**config.mk**
```make
export PLATFORM = sky130hd
export DESIGN_NAME = psum_collector_flat
export DESIGN_NICKNAME = d
export VERILOG_FILES = /design/src/rtl/psum_collector_if.sv /design/src/rtl/psum_collector.sv /design/src/flat_wrapper.sv
export SDC_FILE = /design/constraint.sdc
export NUM_CORES = 1
export LEC_CHECK = 0
export CAP_MARGIN = 10
export CORE_MARGIN = 2
export CORE_UTILIZATION = 63
export CTS_BUF_LIST = sky130_fd_sc_hd__clkbuf_16
export DETAILED_ROUTE_END_ITERATION = 12
export GPL_ROUTABILITY_DRIVEN = 0
export PLACE_DENSITY = 0.86
export SYNTH_ARGS = -nofsm -noshare
export SYNTH_HDL_FRONTEND = slang
export SYNTH_SLANG_ARGS = --single-unit
export TNS_END_PERCENT = 1
```
**constraint.sdc**
```tcl
create_clock -name i_clk -period 5.9 [get_ports i_clk]
set_input_delay 0.59 -clock i_clk [delete_from_list [all_inputs] [get_ports i_clk]]
set_output_delay 0.59 -clock i_clk [all_outputs]
set_load 0.005 [all_outputs]
```
**src/rtl/psum_collector_if.sv**
```systemverilog
// rtl/psum_collector_if.sv - stream-in / result-out bundle of the partial-sum collector
// The slave modport is the collector's view; the master modport drives it.
interface psum_collector_if #(
  parameter int BW2   = 17,
  parameter int OW    = 24,
  parameter int DEPTH = 4
);
  localparam int CW = $clog2(DEPTH) + 1;

  logic           i_valid;
  logic [BW2-1:0] i_psum;
  logic           o_ready;
  logic           i_clear;
  logic           o_valid;
  logic [OW-1:0]  o_data;
  logic           i_ready;
  logic [CW-1:0]  o_count;
  logic           o_ovf;

  modport slave (
    input  i_valid, i_psum, i_clear, i_ready,
    output o_ready, o_valid, o_data, o_count, o_ovf
  );

  modport master (
    output i_valid, i_psum, i_clear, i_ready,
    input  o_ready, o_valid, o_data, o_count, o_ovf
  );
endinterface

```
**src/rtl/psum_collector.sv**
```systemverilog
// rtl/psum_collector.sv - reduces every K partial sums into one result queued in a small FIFO
// PSUM_COLLECT_SAT_EN: clamp on overflow instead of two's-complement wrap.
module psum_collector #(
  parameter int BW2   = 17,
  parameter int OW    = 24,
  parameter int K     = 4,
  parameter int DEPTH = 4
) (
  input  logic i_clk,
  input  logic i_rst_n,
  psum_collector_if.slave bus
);
  localparam int AW   = $clog2(DEPTH);
  localparam int CW   = AW + 1;
  localparam int CNTW = (K > 1) ? $clog2(K) : 1;
  localparam logic [CNTW-1:0] LAST    = CNTW'(K - 1);
  localparam logic [CW-1:0]   FULL    = CW'(DEPTH);
  localparam logic [OW-1:0]   SAT_MAX = {1'b0, {(OW-1){1'b1}}};
  localparam logic [OW-1:0]   SAT_MIN = {1'b1, {(OW-1){1'b0}}};

  logic [OW-1:0]   acc_q, acc_d;
  logic [CNTW-1:0] cnt_q, cnt_d;
  logic            ovf_q, ovf_d;
  logic [AW-1:0]   wr_ptr_q, wr_ptr_d;
  logic [AW-1:0]   rd_ptr_q, rd_ptr_d;
  logic [CW-1:0]   count_q, count_d;
  logic [OW-1:0]   mem [DEPTH];

  logic [OW:0]   sum;
  logic          sum_ovf;
  logic [OW-1:0] res;
  logic          is_last;
  logic          accept;
  logic          push;
  logic          pop;

  // One guard bit above OW catches overflow of the signed add.
  assign sum     = {acc_q[OW-1], acc_q} + {{(OW+1-BW2){bus.i_psum[BW2-1]}}, bus.i_psum};
  assign sum_ovf = sum[OW] ^ sum[OW-1];

`ifdef PSUM_COLLECT_SAT_EN
  assign res = sum_ovf ? (sum[OW] ? SAT_MIN : SAT_MAX) : sum[OW-1:0];
`else
  assign res = sum[OW-1:0];
`endif

  assign is_last     = (cnt_q == LAST);
  assign bus.o_ready = !is_last || (count_q != FULL);
  assign accept      = bus.i_valid && bus.o_ready && !bus.i_clear;
  assign push        = accept && is_last;
  assign pop         = bus.o_valid && bus.i_ready && !bus.i_clear;

  always_comb begin
    acc_d    = acc_q;
    cnt_d    = cnt_q;
    ovf_d    = ovf_q;
    wr_ptr_d = wr_ptr_q;
    rd_ptr_d = rd_ptr_q;
    count_d  = count_q;
    if (bus.i_clear) begin
      acc_d    = '0;
      cnt_d    = '0;
      ovf_d    = 1'b0;
      wr_ptr_d = '0;
      rd_ptr_d = '0;
      count_d  = '0;
    end else begin
      if (accept) begin
        ovf_d = ovf_q | sum_ovf;
        if (is_last) begin
          acc_d = '0;
          cnt_d = '0;
        end else begin
          acc_d = res;
          cnt_d = cnt_q + CNTW'(1);
        end
      end
      if (push) wr_ptr_d = wr_ptr_q + AW'(1);
      if (pop)  rd_ptr_d = rd_ptr_q + AW'(1);
      case ({push, pop})
        2'b10:   count_d = count_q + CW'(1);
        2'b01:   count_d = count_q - CW'(1);
        default: count_d = count_q;
      endcase
    end
  end

  always_ff @(posedge i_clk or negedge i_rst_n) begin
    if (!i_rst_n) begin
      acc_q    <= '0;
      cnt_q    <= '0;
      ovf_q    <= 1'b0;
      wr_ptr_q <= '0;
      rd_ptr_q <= '0;
      count_q  <= '0;
    end else begin
      acc_q    <= acc_d;
      cnt_q    <= cnt_d;
      ovf_q    <= ovf_d;
      wr_ptr_q <= wr_ptr_d;
      rd_ptr_q <= rd_ptr_d;
      count_q  <= count_d;
    end
  end

  // Storage needs no reset: the head is masked to zero whenever the FIFO is empty.
  always_ff @(posedge i_clk) begin
    if (push) mem[wr_ptr_q] <= res;
  end

  assign bus.o_valid = (count_q != '0);
  assign bus.o_data  = bus.o_valid ? mem[rd_ptr_q] : '0;
  assign bus.o_count = count_q;
  assign bus.o_ovf   = ovf_q;
endmodule

```
**src/flat_wrapper.sv**
```systemverilog
// flat-port wrapper written by rule: the top's interface ports become plain ports
module psum_collector_flat 
#(
  parameter int BW2   = 17,
  parameter int OW    = 24,
  parameter int K     = 4,
  parameter int DEPTH = 4
)
  (i_clk, i_rst_n, bus_i_valid, bus_i_psum, bus_i_clear, bus_i_ready, bus_o_ready, bus_o_valid, bus_o_data, bus_o_count, bus_o_ovf);
  psum_collector_if #(.BW2(BW2), .OW(OW), .DEPTH(DEPTH)) bus_i ();
  input  logic i_clk;
  input  logic i_rst_n;
  input wire logic [$bits(bus_i.i_valid)-1:0] bus_i_valid;
  input wire logic [$bits(bus_i.i_psum)-1:0] bus_i_psum;
  input wire logic [$bits(bus_i.i_clear)-1:0] bus_i_clear;
  input wire logic [$bits(bus_i.i_ready)-1:0] bus_i_ready;
  output wire logic [$bits(bus_i.o_ready)-1:0] bus_o_ready;
  output wire logic [$bits(bus_i.o_valid)-1:0] bus_o_valid;
  output wire logic [$bits(bus_i.o_data)-1:0] bus_o_data;
  output wire logic [$bits(bus_i.o_count)-1:0] bus_o_count;
  output wire logic [$bits(bus_i.o_ovf)-1:0] bus_o_ovf;
  assign bus_i.i_valid = bus_i_valid;
  assign bus_i.i_psum = bus_i_psum;
  assign bus_i.i_clear = bus_i_clear;
  assign bus_i.i_ready = bus_i_ready;
  assign bus_o_ready = bus_i.o_ready;
  assign bus_o_valid = bus_i.o_valid;
  assign bus_o_data = bus_i.o_data;
  assign bus_o_count = bus_i.o_count;
  assign bus_o_ovf = bus_i.o_ovf;
  psum_collector #(.BW2(BW2), .OW(OW), .K(K), .DEPTH(DEPTH)) u_core (.i_clk(i_clk), .i_rst_n(i_rst_n), .bus(bus_i));
endmodule
```
==> reports/summary.txt <==
endpoints failing hold = 0
Buf/Inv on CP = 2
ant diodes = 0
clock skew = 0.00904 ns
CTS resizes = 0
register area = 0.00373 mm²
Post-CTS Setup Bufs = 0
core area = 0.00973 mm²
number of flops mapped to enable cells by yosys = 96
# setup viols final = 0
clk sink count = 130
Commonest cells post-synth = edfxtp_1 (96), dfrtp_1 (34), a21oi_1 (29), ha_1 (29), a22o_1 (26)
FF+latch count, synth = 130
Starting DRT DRC Count = 401
Synth cell types = 44
Reg clk slew, reported paths = 0.06 ns
Pwr Density = 389 mW/mm²
Global Route Usage Sum = 27.9%
Detailed Routing Iterations Pass 1 = 5
CP Cell Sequence = buf_4, mux4_2, and2_1, clkdlybuf4s50_1
status = complete, no violations
ratio of cells with drive above 1 in the final layout = 13.1%
die area = 0.0108 mm²
largest net degree at the start of global routing = 35
global-route wire length before repair = 22,800 µm
clock latency on the worst-skew pair = 0.41 ns
Comb power frac = 25.2%
sum of negative setup slack = 0 ns
P_sw = 0.798 mW
die width = 104 µm
Setup crit end kind = output pin
Slew HR = 15.7%
CP arrival = 2.77 ns
clock network power share = 36.4%
Post-Synth XOR/XNOR Area = 3.77%
Final Net Count = 550
WS Path Type = reg2out
WP data required = 5.31 ns
mux share of post-synthesis cell area = 9.14%
area leader, netlist = edfxtp_1
mapped cell area = 0.00627 mm²
Leak Pwr = 2.90 nW
MaxCap Viol Count = 0
Inserted Clock Buffers = 17
DRC viols = 0
Mapped Cells = 441
row count = 36
Synth Area in Compound Gates = 11.0%
Yosys Warn Count = 0
CTS max path bufs = 2
initial antenna violation count = 0
CTS root buffer = clkbuf_16
slowest cell on the critical path = dfrtp_1
top-area cell type share of the netlist area = 46.0%
Initial Utilization = 64.4%
DRT Wirelength = 14,000 µm
Seq pwr share = 38.4%
max incr delay on CP = 0.66 ns
WHS = 0.510 ns
GR Overflow Total = 0
via count = 4,142
synthesized area per cell = 14.2 µm²
Slew @ Worst Pin = 1.26 ns
RSZ-0062 raised after global routing = false
CP Max Fanout = 19
post-route minimum period = 3.36 ns
vias in the first global route = 4,280
count leader, synth = edfxtp_1
period utilisation layout = 57.0%
CTS HTree Levels = 4
post-synthesis sequential area ratio = 59.6%
VDD IR max = 0.212 mV
adder-cell share of the synthesized area = 6.43%
Final ANT Viol Nets = 0
Slew Viols, Final = 0
synth top area cells = edfxtp_1 (46%), dfrtp_1 (14%), mux4_2 (8.6%)
simple-gate share of the synthesized area = 8.17%
DR WL/cell = 21.8 µm
fmax = 0.297 GHz
Tot Pwr = 2.93 mW
sw frac = 27.3%
# IOs = 52
async set or reset register ratio after synthesis = 26.2%
vias per cell = 6.44
port bufs = 51
worst hold-check path type = reg2reg
dpl hpwl = 8290 µm
CTS tree = done
area grow syn2layout = 20.1%
Worst setup SP type = flop
family with the most delay on the worst path = buffers and inverters
hold_buf cts = 0
P_int = 2.13 mW
syn nets = 494
Fill cells = 591
Multi-input gate area = 0.00242 mm²
Top FF cell, synth = edfxtp_1
chip height = 104 µm
main combinational cell family by area after synthesis = compound AO/OA/AOI/OAI gates
==> kinds of logic after synthesis <==
family | count (synthesis)
AND/OR/NAND/NOR | 97
flip-flops | 130
XOR/XNOR | 27
multiplexers | 27
buffers and inverters | 31
AO/OA/AOI/OAI | 98
adder cells (fa/ha/maj) | 31
==> worst reg2reg max path, stage by stage (launching register included) <==
cell and delay [ns]:
dfrtp_1 0.39, ha_1 0.30, nand3_1 0.18, and3_1 0.31
and2_0 0.41, nor3_1 0.12, fa_1 0.39, or3_1 0.37
nand2_1 0.08, xnor2_1 0.12, nor2_1 0.06
==> cell usage in the layout, fill, tap and decap left out, types with 8 or more instances in the layout <==
| cell type | n |
|---|---|
| xor2_1 | 9 |
| clkdlybuf4s50_1 | 51 |
| o21ai_0 | 11 |
| and2_1 | 24 |
| dfrtp_1 | 34 |
| nor2_1 | 19 |
| mux4_2 | 24 |
| clkbuf_16 | 17 |
| nand2_1 | 19 |
| xnor2_1 | 18 |
| inv_1 | 11 |
| buf_4 | 8 |
| ha_1 | 29 |
| a21oi_1 | 28 |
| a22o_1 | 26 |
| edfxtp_1 | 96 |
==> metrics by stage <==
step | setup slack [ns] | instances | utilization (%) | instance area, µm²
after floorplan | 3.31 | 441 | - | 6270
after global placement | 2.53 | 611 | 71.2 | 6930
after detailed placement | 2.49 | 611 | 71.2 | 6930
after CTS | 2.48 | 643 | 77.3 | 7520
after global routing | 2.38 | 643 | 77.3 | 7520
final | 2.54 | 643 | 77.3 | 7520
==> registers in the layout, indices dropped and copies added, names as in the netlist <==
| signal | count |
|---|---|
| u_core.cnt_q | 2 |
| u_core.wr_ptr_q | 2 |
| u_core.bus.o_ovf | 1 |
| u_core.rd_ptr_q | 2 |
| u_core.acc_q | 24 |
| u_core.bus.o_count | 3 |
| u_core.mem | 96 |
==> power by group through the flow <==
stage               clock [mW]  combinational [mW]  sequential [mW]
floorplan                    0               0.467             1.12
global placement             0               0.692             1.14
detailed placement           0               0.717             1.14
CTS                       1.07               0.734             1.12
global route              1.11               0.799             1.13
finish                    1.07               0.739             1.12
==> layer usage <==
layer	wire, µm	part of all wire [%]	vias to the layer above	GRT usage [%]
li1	-	-	1809	-
met1	5640	40	2053	37.3
met2	6910	49	241	45.3
met3	1120	8.0	39	5.92
met4	333	2.4	0	11.1
met5	0	0	-	0
==> path summary, 6_finish.rpt <==
kind | start | to | slack, ns | cells after the start
max in group asynchronous | i_rst_n | u_core.acc_q[22]$_DFFE_PN0P_ | 4.95 | 2
hold reg to reg | u_core.acc_q[13]$_DFFE_PN0P_ | u_core.acc_q[13]$_DFFE_PN0P_ | 0.51 | 1
hold / removal | u_core.acc_q[13]$_DFFE_PN0P_ | u_core.acc_q[13]$_DFFE_PN0P_ | 0.51 | 1
min in group asynchronous | i_rst_n | u_core.acc_q[5]$_DFFE_PN0P_ | 0.61 | 2
setup reg to reg | u_core.cnt_q[0]$_DFFE_PN0P_ | u_core.bus.o_count[2]$_DFFE_PN0P_ | 3.05 | 10
setup / recovery | u_core.rd_ptr_q[0]$_DFFE_PN0P_ | bus_o_data[13] | 2.54 | 4
==> cell type report <==
cell class	count	area share, %
flip-flops and latches	130	49.6
well taps	133	2.21
inverters	9	0.449
repair buffers	59	7.58
clock buffers	17	5.65
clock inverters	15	2.31
multi-input cells	280	32.2
(Power assumes the default switching activity.)
